File: src/rtl/mvm_host_driver.sv
// Host-side sequencer for a k x k matrix-vector unit: buffers one job from the host,
// replays it to the MVM as load/compute commands, then drains the k result words.
module mvm_host_driver #(
    parameter int k       = 4,
    parameter int b       = 6,
    parameter int TIMEOUT = 64
) (
    input  logic             clk,
    input  logic             reset,
    input  logic             in_valid,
    output logic             in_ready,
    input  logic [b-1:0]     in_data,
    output logic             mvm_loadMatrix,
    output logic             mvm_loadVector,
    output logic             mvm_start,
    output logic [b-1:0]     mvm_data_in,
    input  logic             mvm_done,
    input  logic [2*b-1:0]   mvm_data_out,
    output logic             out_valid,
    input  logic             out_ready,
    output logic [2*b-1:0]   out_data,
    output logic             busy,
    output logic             timeout
);

    localparam int KK = k * k;
    localparam int N  = KK + k;
    localparam int AW = (N > 1) ? $clog2(N) : 1;
    localparam int RW = (k > 1) ? $clog2(k) : 1;
    localparam int TW = (TIMEOUT > 1) ? $clog2(TIMEOUT) : 1;

    typedef enum logic [3:0] {
        IDLE,
        FILL,
        LDM_CMD,
        LDM_DATA,
        LDV_CMD,
        LDV_DATA,
        START,
        WAIT_DONE,
        CAPTURE,
        DRAIN
    } state_t;

    state_t          state;
    logic [AW-1:0]   idx;
    logic [RW-1:0]   ridx;
    logic [TW-1:0]   wcnt;
    logic [b-1:0]    job_mem [N];
    logic [2*b-1:0]  res_mem [k];

    always_comb begin
        in_ready = (state == IDLE) || (state == FILL);
        busy     = (state != IDLE);
    end

    always_ff @(posedge clk) begin
        if (!reset) begin
            state          <= IDLE;
            idx            <= '0;
            ridx           <= '0;
            wcnt           <= '0;
            mvm_loadMatrix <= 1'b0;
            mvm_loadVector <= 1'b0;
            mvm_start      <= 1'b0;
            mvm_data_in    <= '0;
            out_valid      <= 1'b0;
            out_data       <= '0;
            timeout        <= 1'b0;
        end else begin
            // Command strobes and the MVM data bus default low so every pulse lasts one cycle.
            mvm_loadMatrix <= 1'b0;
            mvm_loadVector <= 1'b0;
            mvm_start      <= 1'b0;
            mvm_data_in    <= '0;

            case (state)
                IDLE: begin
                    if (in_valid) begin
                        job_mem[0] <= in_data;
                        idx        <= AW'(1);
                        timeout    <= 1'b0;
                        state      <= FILL;
                    end
                end

                FILL: begin
                    if (in_valid) begin
                        job_mem[idx] <= in_data;
                        if (idx == AW'(N - 1)) begin
                            idx            <= '0;
                            mvm_loadMatrix <= 1'b1;
                            state          <= LDM_CMD;
                        end else begin
                            idx <= idx + AW'(1);
                        end
                    end
                end

                LDM_CMD: begin
                    mvm_data_in <= job_mem[0];
                    idx         <= AW'(1);
                    state       <= LDM_DATA;
                end

                // idx is the number of words already placed on the bus in this phase.
                LDM_DATA: begin
                    if (idx == AW'(KK)) begin
                        idx            <= '0;
                        mvm_loadVector <= 1'b1;
                        state          <= LDV_CMD;
                    end else begin
                        mvm_data_in <= job_mem[idx];
                        idx         <= idx + AW'(1);
                    end
                end

                LDV_CMD: begin
                    mvm_data_in <= job_mem[AW'(KK)];
                    idx         <= AW'(1);
                    state       <= LDV_DATA;
                end

                LDV_DATA: begin
                    if (idx == AW'(k)) begin
                        idx       <= '0;
                        mvm_start <= 1'b1;
                        state     <= START;
                    end else begin
                        mvm_data_in <= job_mem[AW'(KK) + idx];
                        idx         <= idx + AW'(1);
                    end
                end

                START: begin
                    wcnt  <= '0;
                    state <= WAIT_DONE;
                end

                WAIT_DONE: begin
                    if (mvm_done) begin
                        wcnt  <= '0;
                        ridx  <= '0;
                        state <= CAPTURE;
                    end else if (wcnt == TW'(TIMEOUT - 1)) begin
                        wcnt    <= '0;
                        timeout <= 1'b1;
                        state   <= IDLE;
                    end else begin
                        wcnt <= wcnt + TW'(1);
                    end
                end

                // The MVM streams results unconditionally, so capture never stalls.
                CAPTURE: begin
                    res_mem[ridx] <= mvm_data_out;
                    if (ridx == RW'(k - 1)) begin
                        ridx      <= '0;
                        out_valid <= 1'b1;
                        out_data  <= (k == 1) ? mvm_data_out : res_mem[0];
                        state     <= DRAIN;
                    end else begin
                        ridx <= ridx + RW'(1);
                    end
                end

                DRAIN: begin
                    if (out_ready) begin
                        if (ridx == RW'(k - 1)) begin
                            ridx      <= '0;
                            out_valid <= 1'b0;
                            out_data  <= '0;
                            state     <= IDLE;
                        end else begin
                            ridx     <= ridx + RW'(1);
                            out_data <= res_mem[ridx + RW'(1)];
                        end
                    end
                end

                default: state <= IDLE;
            endcase
        end
    end

    assert property (@(posedge clk) disable iff (!reset)
        $onehot0({mvm_loadMatrix, mvm_loadVector, mvm_start}));

    assert property (@(posedge clk) disable iff (!reset) in_ready |-> !out_valid);

endmodule

File: config.mk
export PLATFORM = sky130hd
export DESIGN_NAME = mvm_host_driver
export DESIGN_NICKNAME = d
export VERILOG_FILES = /design/src/rtl/mvm_host_driver.sv
export SDC_FILE = /design/constraint.sdc
export NUM_CORES = 1
export LEC_CHECK = 0
export BUFFER_PORTS_ARGS = -buffer_cell sky130_fd_sc_hd__buf_2
export CAP_MARGIN = 20
export CORE_ASPECT_RATIO = 1.5
export CORE_MARGIN = 2
export CORE_UTILIZATION = 55
export CTS_CLUSTER_DIAMETER = 60
export CTS_CLUSTER_SIZE = 16
export DETAILED_ROUTE_END_ITERATION = 10
export MAX_ROUTING_LAYER = met4
export PLACE_DENSITY_LB_ADDON = 0.08
export REMOVE_ABC_BUFFERS = 1
export SLEW_MARGIN = 0
export SYNTH_ARGS = -nofsm -noshare
export SYNTH_HDL_FRONTEND = slang
export SYNTH_SLANG_ARGS = --single-unit
File: constraint.sdc
create_clock -name clk -period 2.35 [get_ports clk]
set_input_delay 0 -clock clk [delete_from_list [all_inputs] [get_ports clk]]
set_output_delay 0 -clock clk [all_outputs]
set_load 0.01 [all_outputs]
# == After elaboration in Yosys (flattened, before gate mapping) ==
# Memories as Yosys holds them, arrays and structs flattened. A register that Yosys moved wholly into a read port is not among the register bits.
# Cells that the tools add are included.
# op_classes
add_sub_neg,4
n_mul,0
div_mod_pow,0
n_lt_le_gt_ge,0
eq_ne,26
shifts,0
n_mux,57
bitwise,0
n_reduce_logical,19
# op_table
op,n
$mux W4,10
$mux W5,8
$pmux W4 S10,1
$mux W12,3
$mux W6,5
$pmux W5 S5,1
$pmux W12 S2,1
$pmux W6 S4,1
$mux W1,20
$ne A2 B2 Y1 const B,10
$eq A4 B3 Y1 const B,4
$pmux W6 S2,1
$reduce_and A3 Y1,4
$eq A5 B5 Y1 const B,2
$reduce_and A9 Y1,1
$eq A4 B2 Y1 const B,2
$eq A4 B4 Y1 const B,2
$reduce_and A4 Y1,2
$add A6 B1 Y6 const B,1
$eq A6 B6 Y1 const B,1
$mux W2,3
$pmux W2 S3,1
$reduce_bool A2 Y1,3
$reduce_or A6 Y1,1
16 further kinds,18
# word_totals
reg_bits,40
latch_bits,0
ramBits,168
romBits,0
input_bits,23
out_inout_bits,25
word_cells,119
n_memories,2
# memory_table
name,depth,width,read_ports,rd_ports_with_merged_regs,wr,line_no,source
job_mem,20,6,4,1,1,49,logic [b-1:0] job_mem [N];
res_mem,4,12,2,0,1,50,logic [2*b-1:0] res_mem [k];

# == Logic depth before layout (Yosys ltp) ==
# depth
depth_word,6
depth_mapped,10
mapped_depth_nobuf,7

# == Least setup slack after synthesis ==
# No wires, ideal clock.
# synth_path
path_type,reg2reg
start,register state[2]
end,"memory job_mem[15][0], enable pin"
setup_ns,0.386
t_arrival_ns,2.149
required_time_ns,1.964
path_slack_ns,-0.185
path_stages_with_launch,6
n_path_buf,1
synth_period_minus_slack_ns,2.535
path_cell_list,dfxtp_1 buf_6 or4b_4 nor3_2 nand3_1 nor4bb_1
# synth_via
elab_chain_cells,6
elab_cells_between_ends,11
cone_classes,1 x eq/ne; 8 x mux; 2 x reduce/logical
# synth_lines
item,line_no,source
from (decl),45,state_t state;
from (signal assigned),59,state <= IDLE;
from (signal assigned),83,state <= FILL;
from (signal assigned),93,state <= LDM_CMD;
$eq A4 B1 Y1,77,case (state)
$mux W1,77,
$mux W1,58,if (!reset) begin
$mux W1 (implied by the code),89,job_mem[idx] <= in_data;
$reduce_or A6 Y1 (no line),--,
$mux W5 (no line) or $mux W1 (tied branches),--,
to (decl),49,
# Several ways; a longest one is shown, not always the timed one.

# == Worst setup path after layout ==
# layout_path
start,register state[1]
end,"memory job_mem[3][3], enable pin"
# Same word-level chain as after synthesis.

==> impl_metrics.json <==
{
  "synth_flop_cell": "edfxtp_1",
  "io_buffers": 47,
  "reg2reg_slack_ns": 0.18,
  "arrival_ns": 2.31,
  "wl_per_cell_um": 24.7,
  "fillers": 1285,
  "ys_ff_latch": 213,
  "slew_violations": 0,
  "grt_pass1_wl_um": 36000,
  "synth_seq_area_share": 0.622,
  "power.leakage_nw": 3.64,
  "synthCells": 641,
  "worstPathMaxFanout": 6,
  "routed_wl_um": 23700,
  "grt_use_total": 0.267,
  "startpoint": "state[1]",
  "rr_startpoint": "state[1]",
  "areaGrowthSynthToFinish_pct": 14.9,
  "grt_pass1_vias": 6219,
  "synth_top_area_share": 0.528,
  "finalPower_mw": 7.78,
  "synth_area_leaders": "edfxtp_1, mux4_2, dfxtp_1",
  "die_y_um": 165,
  "row_count": 59,
  "syn_area_um2": 9560,
  "r2r_cells": 5,
  "gp_congestion": 0.864,
  "cts_tree": "done",
  "power-per-cell-area_nw_per_um2": 708,
  "initialDrtViolationCount": 373,
  "insertion_delay_ns": 0.49,
  "antenna_found_initial": 0,
  "slew_headroom": 0.423,
  "cp.required_ns": 2.49,
  "finalHoldViolCount": 0,
  "crit_path_end_kind": "flop",
  "ys_types": 57,
  "grt_max_degree": 31,
  "worst-setup-path-type": "reg -> reg",
  "grt-ovfl-total": 0,
  "hold_slack_ns": 0.00432,
  "cp-start-kind": "flop",
  "worst_hold_path_type": "in -> reg",
  "setup_viol": 0,
  "fin_nets": 764,
  "rsz0062_at_grt": "no",
  "core_um2": 17200,
  "min_period_over_period": 0.923,
  "fp.dieArea_um2": 18500,
  "tightest_slew_ns": 0.858,
  "synth_top_cell_by_area": "edfxtp_1",
  "cts-htree-levels": 1,
  "clkSinkCount": 213,
  "synthArstFlopShare": 0,
  "dr.pass1.iters": 5,
  "cp-endpoint": "job_mem[3][3]",
  "clk_pin_slew_ns": 0.07,
  "fmax_mhz": 461,
  "synth_area_per_cell_um2": 14.9,
  "maxCapViolations": 0,
  "root_buffer": "clkbuf_16",
  "yosysWarnings": 0,
  "ir_worst_vdd_uv": 704,
  "vias_per_cell": 6.34,
  "antenna_cells": 0,
  "clockBufferDepth": 3,
  "ios": 48,
  "drcViolationCount": 0,
  "drive_above_1_share": 0.250,
  "die_w_um": 112,
  "final_cell_mix": "edfxtp_1, nor2_1, mux4_2, buf_4, buf_2",
  "start_util": 0.556,
  "status": "completed",
  "r2r_end": "job_mem[3][3]",
  "numCtsBuffers": 17,
  "final_common_cell": "edfxtp_1",
  "period_minus_slack_ns": 2.17,
  "synth_enable_flop_cells": 168,
  "cts_setup_buffers": 0,
  "vias": 6070,
  "finClkSkew_ns": 0.0200,
  "postRouteAntennaNets": 0,
  "post-dp-hpwl_um": 16600
}
-- worst max-delay path, stage by stage, from the launching register on --
cell and delay [ns]:
dfxtp_1 0.32, or4b_4 0.56, nor3_4 0.22, nand3_1 0.15, buf_4 0.20, nor2_1 0.37
-- through the flow --
step | TNS (ns) | std cells | util | setup slack [ns] | area, um2
after CTS | 0 | 958 | 0.638 | 0.104 | 11000
after detailed placement | 0 | 910 | 0.599 | 0.00223 | 10300
after global routing | 0 | 958 | 0.639 | 0.0565 | 11000
after global placement | -0.0524 | 910 | 0.599 | -0.00879 | 10300
after floorplan | -70.11 | 597 | - | -1.15 | 9370
final | 0 | 958 | 0.639 | 0.182 | 11000
-- worst min path at each step --
stage / cells past startpoint / to / slack, ns / from
6_report: 1 / job_mem[8][1] / 0.004 / in_data[1]
5_1_grt: 1 / job_mem[10][5] / 0.008 / in_data[5]
4_1_cts: 1 / job_mem[6][5] / 0.003 / in_data[5]
3_5_place_dp: 1 / res_mem[0][8] / 0.22 / mvm_data_out[8]
3_3_place_gp: 1 / res_mem[1][8] / 0.21 / mvm_data_out[8]
2_1_floorplan: 0 / job_mem[0][0] / 0.1 / in_data[0]
-- Yosys cell counts, types with 11 or more instances --
library cell	n
edfxtp_1	168
nand3_1	15
o22ai_1	12
nor2_1	61
a211oi_1	12
a21oi_1	11
a22oi_1	37
dfxtp_1	45
nand2_1	20
buf_2	16
mux4_2	54
mux2i_1	44
clkbuf_1	20
-- cells by family after synthesis --
family / after synthesis / share of synthesized area
buf+inv: 53 / 0.0238
compound gates: 104 / 0.0776
simple gates: 163 / 0.0916
xor+xnor: 3 / 0.00275
mux: 98 / 0.173
flops: 213 / 0.622
fa+ha+maj: 7 / 0.00916
-- report_power, final --
part / internal (mW) / switching, mW / total [mW]
registers: 4.10 / 0.0295 / 4.13
clock network: 1.37 / 1.27 / 2.64
logic: 0.460 / 0.551 / 1.01
-- final cells by class --
type,count,area [um2],share of cell area
repair buffers,118,851,0.0774
well taps,213,267,0.0243
clock inverters,3,23.8,0.00216
multi-input cells,375,3400,0.310
flip-flops and latches,213,5950,0.541
inverters,9,33.8,0.00307
clock buffers,27,463,0.0421
-- per-layer routing --
| metal | vias up | track usage | routed length (um) | share of wire |
|---|---|---|---|---|
| met5 | - | - | 0 | 0 |
| met4 | 0 | 0.150 | 1370 | 0.058 |
| met3 | 71 | 0.0314 | 1190 | 0.050 |
| met1 | 3019 | 0.285 | 8220 | 0.35 |
| met2 | 238 | 0.483 | 12900 | 0.54 |
| li1 | 2742 | - | - | - |
-- flip-flops by register name, summed over array words and instances, names as in the netlist, named ones only --
signal,flops
idx,5
mvm_loadMatrix,1
res_mem,48
out_valid,1
job_mem,120
timeout,1
out_data,12
wcnt,6
ridx,2
state,4
mvm_data_in,6
mvm_start,1
mvm_loadVector,1
-- timing repair --
item,4_1_cts,5_1_grt
pin swaps,0,0
hold buffers,18,0
endpoints found under the setup margin,6,18
resized for setup,1,2
hold endpoints to repair,70,0
Note: power is estimated with default switching activity, not from simulation.
